### src/rtl/cond_exec_ctrl.sv
// Conditional-execution controller: owns NZCV, evaluates the Execute condition,
// gates write/redirect controls into the M/W pipeline and keeps debug counters.
module cond_exec_ctrl #(
    parameter int unsigned CNT_W = 16
) (
    input  logic             clk,
    input  logic             reset_n,
    input  logic             ValidE,
    input  logic             StallE,
    input  logic             FlushE,
    input  logic [3:0]       CondE,
    input  logic [1:0]       FlagWriteE,
    input  logic [3:0]       ALUFlags,
    input  logic             RegWriteE,
    input  logic             MemWriteE,
    input  logic             PCSrcE,
    output logic             CondExE,
    output logic             BranchTakenE,
    output logic             UndefE,
    output logic [3:0]       Flags,
    output logic             RegWriteM,
    output logic             MemWriteM,
    output logic             PCSrcM,
    output logic             RegWriteW,
    output logic             PCSrcW,
    output logic [CNT_W-1:0] ExecCount,
    output logic [CNT_W-1:0] SquashCount
);

    localparam logic [3:0] COND_EQ = 4'b0000;
    localparam logic [3:0] COND_NE = 4'b0001;
    localparam logic [3:0] COND_CS = 4'b0010;
    localparam logic [3:0] COND_CC = 4'b0011;
    localparam logic [3:0] COND_MI = 4'b0100;
    localparam logic [3:0] COND_PL = 4'b0101;
    localparam logic [3:0] COND_VS = 4'b0110;
    localparam logic [3:0] COND_VC = 4'b0111;
    localparam logic [3:0] COND_HI = 4'b1000;
    localparam logic [3:0] COND_LS = 4'b1001;
    localparam logic [3:0] COND_GE = 4'b1010;
    localparam logic [3:0] COND_LT = 4'b1011;
    localparam logic [3:0] COND_GT = 4'b1100;
    localparam logic [3:0] COND_LE = 4'b1101;
    localparam logic [3:0] COND_AL = 4'b1110;
    localparam logic [3:0] COND_NV = 4'b1111;

    logic flag_n, flag_z, flag_c, flag_v, ge;
    logic cond_term;
    logic live;
    logic commit;
    logic squash;

    assign flag_n = Flags[3];
    assign flag_z = Flags[2];
    assign flag_c = Flags[1];
    assign flag_v = Flags[0];
    assign ge     = (flag_n == flag_v);

    // Condition decode against the registered flags only (no same-cycle bypass).
    always_comb begin
        cond_term = 1'b0;
        case (CondE)
            COND_EQ: cond_term = flag_z;
            COND_NE: cond_term = ~flag_z;
            COND_CS: cond_term = flag_c;
            COND_CC: cond_term = ~flag_c;
            COND_MI: cond_term = flag_n;
            COND_PL: cond_term = ~flag_n;
            COND_VS: cond_term = flag_v;
            COND_VC: cond_term = ~flag_v;
            COND_HI: cond_term = ~flag_z & flag_c;
            COND_LS: cond_term = flag_z | ~flag_c;
            COND_GE: cond_term = ge;
            COND_LT: cond_term = ~ge;
            COND_GT: cond_term = ~flag_z & ge;
            COND_LE: cond_term = flag_z | ~ge;
            COND_AL: cond_term = 1'b1;
            COND_NV: cond_term = 1'b0;
            default: cond_term = 1'b0;
        endcase
    end

    // Flush dominates stall: a flushed instruction never commits or counts.
    assign live         = ValidE & ~FlushE;
    assign CondExE      = live & cond_term;
    assign BranchTakenE = PCSrcE & CondExE;
    assign UndefE       = live & (CondE == COND_NV);
    assign commit       = CondExE & ~StallE;
    assign squash       = live & ~StallE & ~cond_term;

    // NZ and CV halves load independently on a committed instruction.
    always_ff @(posedge clk or negedge reset_n) begin
        if (!reset_n) begin
            Flags <= 4'b0000;
        end else if (commit) begin
            if (FlagWriteE[1]) Flags[3:2] <= ALUFlags[3:2];
            if (FlagWriteE[0]) Flags[1:0] <= ALUFlags[1:0];
        end
    end

    // M and W never stall; a stalled or squashed Execute slot enters M as a bubble.
    always_ff @(posedge clk or negedge reset_n) begin
        if (!reset_n) begin
            RegWriteM <= 1'b0;
            MemWriteM <= 1'b0;
            PCSrcM    <= 1'b0;
            RegWriteW <= 1'b0;
            PCSrcW    <= 1'b0;
        end else begin
            RegWriteM <= RegWriteE & commit;
            MemWriteM <= MemWriteE & commit;
            PCSrcM    <= PCSrcE & commit;
            RegWriteW <= RegWriteM;
            PCSrcW    <= PCSrcM;
        end
    end

    // Saturating debug counters.
    always_ff @(posedge clk or negedge reset_n) begin
        if (!reset_n) begin
            ExecCount   <= '0;
            SquashCount <= '0;
        end else begin
            if (commit && (ExecCount != {CNT_W{1'b1}}))
                ExecCount <= ExecCount + CNT_W'(1);
            if (squash && (SquashCount != {CNT_W{1'b1}}))
                SquashCount <= SquashCount + CNT_W'(1);
        end
    end

endmodule

### config.mk
export PLATFORM = sky130hd
export DESIGN_NAME = cond_exec_ctrl
export DESIGN_NICKNAME = d
export VERILOG_FILES = /design/src/rtl/cond_exec_ctrl.sv
export SDC_FILE = /design/constraint.sdc
export NUM_CORES = 1
export LEC_CHECK = 0
export CAP_MARGIN = 20
export CORE_MARGIN = 1.5
export CORE_UTILIZATION = 45
export DETAILED_ROUTE_END_ITERATION = 8
export GPL_TIMING_DRIVEN = 0
export MAX_ROUTING_LAYER = met4
export PLACE_DENSITY = 0.83
export SLEW_MARGIN = 20
export SYNTH_ARGS = -nofsm -noshare
export SYNTH_HDL_FRONTEND = slang
export SYNTH_SLANG_ARGS = --single-unit
### constraint.sdc
create_clock -name clk -period 4.1 [get_ports clk]
set_input_delay 0.615 -clock clk [delete_from_list [all_inputs] [get_ports clk]]
set_output_delay 0.615 -clock clk [all_outputs]
set_load 0.01 [all_outputs]
==> run metrics, run 1 <==
status finished clean; # DRC 0; Clock Path Buffers 2; Max Clock Skew about 0.012 ns; RSZ-0062 raised after global routing no; Crit path max-delay family buffers and inverters; register area share after synthesis 48.04%; Peak VDD IR 277.3 uV; Via-to-Cell Ratio 5.628; initial antenna violation count 0; initial core utilization a little under half; Die ar. 5168 um2; Tot Pwr 1.220 mW; Synth Warn # 0; Final Instance Area ~2900 um2; pwr/cell area ~420 nW/um2; Worst setup EP type output port; CORE AREA 4474 um2; Cell Chain, Critical Path clkdlybuf4s50_1 > buf_2 > or3b_2 > mux2i_1 > o21a_1 > buf_6 > buf_2 > and2_1 > clkdlybuf4s50_1; worst path bufs/invs 5; Mapped Nets 223; asr flop ratio synth 100.0%; Via Count 1818; dpl cell area between 2000 and 3000 um2; Slew Limit Fails 0; Primary FF master, synth dfrtp_1; worst-margin pin slew 0.7262 ns; Achievable Freq between 200 and 300 MHz; Synth Register Bits 41; Critical Path AT 3.11 ns; Setup CP Type in2out; Root Buffer clkbuf_8; most frequent cells in the layout 58 x clkdlybuf4s50_1, 41 x dfrtp_1, 16 x nor2_1, 16 x xnor2_1, 15 x nand4_1; # diodes 0; Period Utilization, post-route 90.83%; first-pass GRT wire length 7776 um; startpoint types input port; Worst path max stage delay 0.53 ns; MaxCap Viol Count 0; cts hold-fix bufs 0; vias in the first global route approximately 1600; Hold Fails Final Rpt 0; Fillers between 300 and 400; commonest non-fill, non-tap cell in the layout clkdlybuf4s50_1; WL final 4947 um; Pleak between 1 and 1.5 nW; WP data required 3.48 ns; setup TNS 0 ns; Initial DRC Count 75; slew margin rel. 51.41%; largest net degree at the start of global routing 33; Synth Area per Inst 10.52 um2; area grow syn2layout 36.85%; post-layout minimum cycle time 3.724 ns; hold crit path type in2async; CTS tree done; critical path's slowest cell clkdlybuf4s50_1; Clock transition at path regs 0.08 ns; share of cells above drive strength 1 11.07%; post-cts resize count 0; Post-synth EDFFs 0; cts bufs inserted 5; r2r setup slk 1.96 ns; hpwl dp between 3000 and 4000 um; gpl congestion 0.8321; I/O Buffers 59; Nets 290; CP max FO 10; clock sinks 41; drt pass-1 iters 5; Synth cell types 42; Die X 71.89 um; Chip Height slightly above 70 um; post-CTS setup buffers 0; Cells after Synth 203; hold slack 0.1760 ns; drt wl/cell 15.32 um; GRT Util Overall between 20 and 25%; DRT antenna net count 0; Util after Layout between 60% and 70%; CTS H-tree depth 2; Final Setup Violations 0; Ports 62; Worst-Skew Late Latency 0.30 ns; total global routing overflow 0; Row Count 24; synthesized area ~2100 um2
-- layer usage --
metal  up-vias  share of wire [%]  GRT usage (%)
met1       872                 45          26.32
met4         0                1.6          6.709
li1        859                  -              -
met2        78                 47          30.56
met3         9                6.7          5.556
met5         -                  0              -
-- Yosys cell counts (2+ instances only) --
| library cell | number | area [um2] |
|---|---|---|
| nand2_1 | 13 | 48.80 |
| xnor2_1 | 16 | 140.1 |
| nor3b_1 | 3 | 22.52 |
| dfrtp_1 | 41 | 1026 |
| nand3_1 | 14 | 70.07 |
| and3_1 | 7 | 43.79 |
| buf_2 | 4 | 20.02 |
| nor2_1 | 16 | 60.06 |
| nor3_1 | 11 | 55.05 |
| buf_6 | 2 | 22.52 |
| ha_1 | 2 | 25.02 |
| nand3b_1 | 2 | 15.01 |
| xor2_1 | 14 | 122.6 |
| o21ai_0 | 3 | 15.01 |
| nand4_1 | 15 | 93.84 |
| and2_1 | 3 | 18.77 |
| o31ai_1 | 2 | 15.01 |
| mux2_2 | 7 | 78.83 |
| nand2b_1 | 2 | 12.51 |
| nor2b_1 | 4 | 25.02 |
-- cell type report --
cell class	count	area (um2)	share of cell area (%)
clock buffer	7	86.33	2.954
timing repair buffer	60	605.6	20.72
sequential	41	1026	35.10
multi-input combinational	153	1052	36.00
buffer	8	53.80	1.841
tap	52	65.06	2.226
inverter	1	3.754	0.1284
clock inverter	1	30.03	1.027
-- power by group --
part / total (mW) / switching (mW) / internal, mW
Clock: 0.338 / 0.139 / 0.199
Sequential: 0.532 / 0.0751 / 0.456
Combinational: 0.351 / 0.154 / 0.197
Total: 1.22 / 0.368 / 0.852
-- path summary, 6_finish.rpt --
check	start	endpoint	cells after the start
max reg2reg	Flags[3]	ExecCount[13]	8
min in group clk	PCSrcM	PCSrcW	0
min	reset_n	Flags[2]	1
min reg2reg	PCSrcM	PCSrcW	0
max	CondE[3]	CondExE	9
max in group asynchronous	reset_n	SquashCount[15]	2
-- per-stage QoR --
stage                     worst slack, ns  cells
after floorplan                     1.493    203
final                              0.3758    323
after CTS                          0.3712    323
after detailed placement           0.3811    315
after global routing               0.2309    323
after global placement             0.4033    314
-- cells by family after synthesis --
logic type      Yosys count  share of synthesized area [%]
xor+xnor                 30                          12.30
fa+ha+maj                 2                          1.171
buf+inv                   9                          2.695
compound gates           13                          4.628
mux                       8                          4.160
simple gates            100                          27.01
flops                    41                          48.04
-- registers in the layout, indices dropped and copies added, names as in the netlist --
signal / flops
PCSrcM: 1
SquashCount: 16
MemWriteM: 1
RegWriteM: 1
RegWriteW: 1
PCSrcW: 1
ExecCount: 16
Flags: 4
No activity file was read; power rests on OpenSTA's default activity.
==> run 2, diff against run 1 <==
Settings changed: SKIP_LAST_GASP set to 1.
==> results of run 2 <==
Final layout, timing and power as in run 1 (identical DEF).
